**config.mk**
```make
export PLATFORM = sky130hd
export DESIGN_NAME = wb_master_ctrl
export DESIGN_NICKNAME = d
export VERILOG_FILES = /design/src/rtl/wb_master_ctrl.sv
export SDC_FILE = /design/constraint.sdc
export NUM_CORES = 1
export LEC_CHECK = 0
export CAP_MARGIN = 20
export CORE_MARGIN = 3
export CORE_UTILIZATION = 38
export DETAILED_ROUTE_END_ITERATION = 10
export PLACE_DENSITY_LB_ADDON = 0.25
export RECOVER_POWER = 100
export REMOVE_ABC_BUFFERS = 1
export SLEW_MARGIN = 20
export SYNTH_ARGS = -nofsm -noshare
export SYNTH_HDL_FRONTEND = slang
export SYNTH_SLANG_ARGS = --single-unit
```
**constraint.sdc**
```tcl
create_clock -name wb_clk_i -period 2 [get_ports wb_clk_i]
set_input_delay 0.4 -clock wb_clk_i [delete_from_list [all_inputs] [get_ports wb_clk_i]]
set_output_delay 0.4 -clock wb_clk_i [all_outputs]
set_load 0.005 [all_outputs]
```
**src/rtl/wb_master_ctrl.sv**
```systemverilog
// Single-transfer Wishbone classic master: one fabric command in, one rsp_valid_o pulse out per bus cycle.
// Strobe is visible the cycle after accept; cmd_ready_o stays low while busy or while the slave still drives ack/err.
module wb_master_ctrl #(
    parameter int BUS_DATA_WIDTH = 32,
    parameter int BUS_ADDR_WIDTH = 8,
    parameter int TIMEOUT_CYCLES = 256
) (
    input  logic                        wb_clk_i,
    input  logic                        wb_rst_i,

    input  logic                        cmd_valid_i,
    output logic                        cmd_ready_o,
    input  logic                        cmd_we_i,
    input  logic [BUS_DATA_WIDTH/8-1:0] cmd_sel_i,
    input  logic [BUS_ADDR_WIDTH-1:0]   cmd_adr_i,
    input  logic [BUS_DATA_WIDTH-1:0]   cmd_dat_i,

    output logic                        rsp_valid_o,
    output logic [BUS_DATA_WIDTH-1:0]   rsp_dat_o,
    output logic                        rsp_err_o,
    output logic                        rsp_tout_o,
    output logic                        busy_o,

    output logic                        wbm_cyc_o,
    output logic                        wbm_stb_o,
    output logic                        wbm_we_o,
    output logic [BUS_DATA_WIDTH/8-1:0] wbm_sel_o,
    output logic [BUS_ADDR_WIDTH-1:0]   wbm_adr_o,
    output logic [BUS_DATA_WIDTH-1:0]   wbm_dat_o,
    input  logic [BUS_DATA_WIDTH-1:0]   wbm_dat_i,
    input  logic                        wbm_ack_i,
    input  logic                        wbm_err_i
);

    localparam int SEL_W = BUS_DATA_WIDTH / 8;

    localparam logic [1:0] ST_IDLE  = 2'd0;
    localparam logic [1:0] ST_BUS   = 2'd1;
    localparam logic [1:0] ST_DRAIN = 2'd2;

    localparam logic [15:0] TOUT_LAST = 16'(TIMEOUT_CYCLES - 1);

    logic [1:0]                r_state;
    logic [15:0]               r_tout_cnt;
    logic                      r_busy;

    logic                      r_cyc;
    logic                      r_stb;
    logic                      r_we;
    logic [SEL_W-1:0]          r_sel;
    logic [BUS_ADDR_WIDTH-1:0] r_adr;
    logic [BUS_DATA_WIDTH-1:0] r_dat;

    logic                      r_rsp_vld;
    logic [BUS_DATA_WIDTH-1:0] r_rsp_dat;
    logic                      r_rsp_err;
    logic                      r_rsp_tout;

    logic                      w_slave_resp;
    logic                      w_accept;
    logic                      w_tout_hit;
    logic                      w_rd_capture;

    assign w_slave_resp = wbm_ack_i | wbm_err_i;

    // Ready qualifies the registered IDLE state with the live ack/err so a lingering slave response blocks acceptance.
    assign cmd_ready_o  = (r_state == ST_IDLE) & ~w_slave_resp & ~wb_rst_i;
    assign w_accept     = cmd_valid_i & cmd_ready_o;
    assign w_tout_hit   = (r_tout_cnt == TOUT_LAST);
    assign w_rd_capture = wbm_ack_i & ~wbm_err_i & ~r_we;

    always_ff @(posedge wb_clk_i) begin
        if (wb_rst_i) begin
            r_state    <= ST_IDLE;
            r_tout_cnt <= 16'd0;
            r_busy     <= 1'b0;
            r_cyc      <= 1'b0;
            r_stb      <= 1'b0;
            r_we       <= 1'b0;
            r_sel      <= '0;
            r_adr      <= '0;
            r_dat      <= '0;
            r_rsp_vld  <= 1'b0;
            r_rsp_dat  <= '0;
            r_rsp_err  <= 1'b0;
            r_rsp_tout <= 1'b0;
        end else begin
            r_rsp_vld <= 1'b0;
            case (r_state)
                ST_IDLE: begin
                    if (w_accept) begin
                        r_we       <= cmd_we_i;
                        r_sel      <= cmd_sel_i;
                        r_adr      <= cmd_adr_i;
                        r_dat      <= cmd_dat_i;
                        r_cyc      <= 1'b1;
                        r_stb      <= 1'b1;
                        r_tout_cnt <= 16'd0;
                        r_busy     <= 1'b1;
                        r_state    <= ST_BUS;
                    end
                end
                ST_BUS: begin
                    if (w_slave_resp) begin
                        // err outranks ack; read data is only taken from a clean ack
                        r_cyc      <= 1'b0;
                        r_stb      <= 1'b0;
                        r_rsp_vld  <= 1'b1;
                        r_rsp_err  <= wbm_err_i;
                        r_rsp_tout <= 1'b0;
                        if (w_rd_capture) begin
                            r_rsp_dat <= wbm_dat_i;
                        end
                        r_state    <= ST_DRAIN;
                    end else if (w_tout_hit) begin
                        r_cyc      <= 1'b0;
                        r_stb      <= 1'b0;
                        r_rsp_vld  <= 1'b1;
                        r_rsp_err  <= 1'b1;
                        r_rsp_tout <= 1'b1;
                        r_state    <= ST_DRAIN;
                    end else begin
                        r_tout_cnt <= r_tout_cnt + 16'd1;
                    end
                end
                ST_DRAIN: begin
                    if (!w_slave_resp) begin
                        r_busy  <= 1'b0;
                        r_state <= ST_IDLE;
                    end
                end
                default: begin
                    r_cyc   <= 1'b0;
                    r_stb   <= 1'b0;
                    r_busy  <= 1'b0;
                    r_state <= ST_IDLE;
                end
            endcase
        end
    end

    assign wbm_cyc_o   = r_cyc;
    assign wbm_stb_o   = r_stb;
    assign wbm_we_o    = r_we;
    assign wbm_sel_o   = r_sel;
    assign wbm_adr_o   = r_adr;
    assign wbm_dat_o   = r_dat;

    assign rsp_valid_o = r_rsp_vld;
    assign rsp_dat_o   = r_rsp_dat;
    assign rsp_err_o   = r_rsp_err;
    assign rsp_tout_o  = r_rsp_tout;
    assign busy_o      = r_busy;

endmodule

```
==> qor.csv <==
stage,metric,value,unit
setup_path,critPathLaunchType,register,
clock_network,clkTransAtPathRegs,0.10,ns
run,drv_cap,0,
clock_network,cts_made_buffers,9,
global_routing,grt_pass1_wl,17900,um
yosys,synth-edff-count,0,
yosys,syn_area,3800,um2
timing,slew_headroom,48.8,%
yosys,synth_cells,479,
die,core_area,9460,um2
drt,first_pass_iters,5,
die,ios,166,
drt,drtAntennaViolNets,0,
global_routing,grt_usage,19.7,%
setup_path,crit_path_max_incr_delay,0.56,ns
finish,drive_above_1_share,13.4,%
clock_network,tritoncts,yes,
timing,hold_viol,0,
setup_path,crit_path_max_fanout,5,
clock_network,numClockSinks,100,
timing,tns,0,ns
timing,fmax,513,MHz
global_routing,overflow,0,
timing,setup_viol,0,
yosys,synth_cell_types,40,
drt,finalWirelength,11800,um
pwr,peakVddDrop,0.000359,V
die,chipHeight,106,um
yosys,syn_area_per_cell,7.93,um2
setup_path,arrival,2.20,ns
global_routing,antenna_found_initial,0,
setup_path,cp_common_cell,buf_6,
setup_path,critPathCaptureType,register,
timing,tightestPinTransition,0.767,ns
finish,syn_to_final_growth,66.1,%
yosys,synth_top_area_share,52.7,%
yosys,yosys.area.top_type,dfxtp_1,
placement,hpwlAfterDp,8450,um
global_routing,grt_max_degree,74,
timing,layout_min_cycle_time,1.95,ns
drt,drc,0,
yosys,yosys_warnings,0,
yosys,synth_ff_type,dfxtp_1,
yosys,yosysSeqAreaShare,52.7,%
clock_network,cts_root_buf,clkbuf_8,
global_routing,grt_pass1_vias,3703,
pwr,powerDensity,610,nW/um2
setup_path,cp_slowest_cell,or4_4,
clock_network,clockBufferDepth,2,
yosys,ys_seq_elements,100,
finish,final_cells,808,
outcome,status,completed,
finish,insertedDiodeCount,0,
setup_path,cp_cell_sequence,or4_4 -> buf_6 -> nor3_4 -> buf_6 -> a211oi_4 -> clkbuf_16 -> o21ai_2 -> o31ai_1,
timing,drv_slew,0,
drt,wl_per_cell,14.7,um
die,rows,35,
setup_path,crit_required,2.25,ns
die,die-area,11200,um2
placement,dp_cells,784,
yosys,async_flop_share,0,%
pwr,p_leak,2.52,nW
placement,gp_congestion,0.824,
finish,layout.nets,757,
worst_hold_path,holdCritPathClass,primary input to register,
setup_path,path_class,register to register,
die,start_util,40.1,%
timing,skew,0.0118,ns
yosys,synthTopCellsByArea,"dfxtp_1 53%, nand2_1 16%, a21oi_1 12%",
clock_network,clk_latency,0.37,ns
drt,route.vias.total,4035,
placement,io_buffers,165,
die,die_x,106,um
drt,viasPerCell,4.99,
clock_network,htree_levels,3,
drt,drtIter0Drc,265,
timing,period_share,97.4,%
path summary, 6_finish.rpt:
path	startpoint	endpoint	slack, ns	depth (start not counted)
worst min-delay path	wb_rst_i	busy_o$_SDFFE_PP0P_	0.39	2
worst min register to register	wbm_sel_o[3]$_SDFFE_PP0P_	wbm_sel_o[3]$_SDFFE_PP0P_	0.45	2
worst max register to register	r_state[1]$_SDFFE_PP0P_	r_tout_cnt[3]$_SDFFE_PP0P_	0.05	8
worst max-delay path	r_state[1]$_SDFFE_PP0P_	r_tout_cnt[3]$_SDFFE_PP0P_	0.05	8
where the power goes:
part           leakage (nW)  total, mW  internal, mW  switching (mW)
registers             0.807       2.03          2.01          0.0116
clock network         0.109       1.45         0.721           0.731
logic                  1.61      0.370         0.235           0.135
metal layers:
metal / track usage [%] / up-vias / routed length (um)
met5: 0 / - / 0
met4: 6.20 / 0 / 158
met3: 6.07 / 16 / 923
met2: 34.2 / 166 / 5890
met1: 23.2 / 1852 / 4870
li1: - / 2001 / -
critical path: cells and delay by family, from the launching register on:
kind	cells	cell delay (ns)
AOI/OAI and AO/OA	3	0.27
and+or+nand+nor	2	0.78
buffers and inverters	3	0.47
DFF	1	0.33
stage by stage:
stage / power (mW) / setup WS (ns) / area (um2) / utilization [%] / hold WS (ns)
finish: 3.85 / 0.0523 / 6310 / 66.7 / 0.392
global route: 3.99 / -0.00616 / 6310 / 66.7 / 0.397
CTS: 3.86 / -0.0398 / 6080 / 64.2 / 0.368
detailed placement: 2.42 / -0.517 / 5840 / 61.8 / 0.445
global placement: 2.41 / -0.454 / 5840 / 61.8 / 0.441
floorplan: 2.13 / -1.15 / 3650 / - / 0.434
placed cells by master, fill, tap and decap left out, types with 4 or more instances in the layout:
master           count
a21oi_1             83
a21oi_2              5
buf_12               6
buf_4               37
buf_6                5
clkbuf_8             9
clkdlybuf4s50_1     78
dfxtp_1            100
dlygate4sd3_1       83
nand2_1            165
nand2b_1             4
nand3_1              4
nor2_1              14
nor3_1               4
o21ai_0              6
o21ai_1              6
o21ai_2              4
o31ai_1              8
flip-flops by register name, indices dropped and copies added, names as in the netlist:
register,cells
rsp_dat_o,32
wbm_dat_o,32
r_tout_cnt,16
wbm_adr_o,8
wbm_sel_o,4
r_state,2
busy_o,1
rsp_err_o,1
rsp_tout_o,1
rsp_valid_o,1
wbm_stb_o,1
wbm_we_o,1
logic make-up after synthesis:
kind of cell             synth area share (%)
AO/OA/AOI/OAI                            17.2
buffers and inverters                    4.02
AND/OR/NAND/NOR                          25.7
flip-flops                               52.7
adder cells (fa/ha/maj)                 0.329
synthesized netlist by cell type (2+ instances only):
master,instances
inv_1,2
clkbuf_1,19
nor2_1,15
o31ai_1,8
a31oi_1,3
buf_4,2
nor4_1,4
buf_2,7
dfxtp_1,100
o21ai_0,16
and2_1,3
and4_1,2
nor3_1,4
nand3_1,5
a21oi_1,88
nor2b_1,2
a211oi_1,4
nand2b_1,4
nand2_1,165
and3_1,2
and2b_1,2
nand4_1,3
buf_1,2
cell type report:
type	count	area (um2)
Tap cell	129	161
Clock inverter	6	96.3
Sequential cell	100	2000
Multi-Input combinational cell	345	1740
Fill cell	787	3150
Timing Repair Buffer	216	2180
Inverter	2	7.51
Clock buffer	10	128
timing repair:
action,in CTS,in global routing
resized for setup,8,35
hold buffers,0,0
cloned,0,4
pin swaps,1,4
buffers inserted,0,4
setup endpoints to repair,12,59
Note: power is estimated with default switching activity, not from simulation.
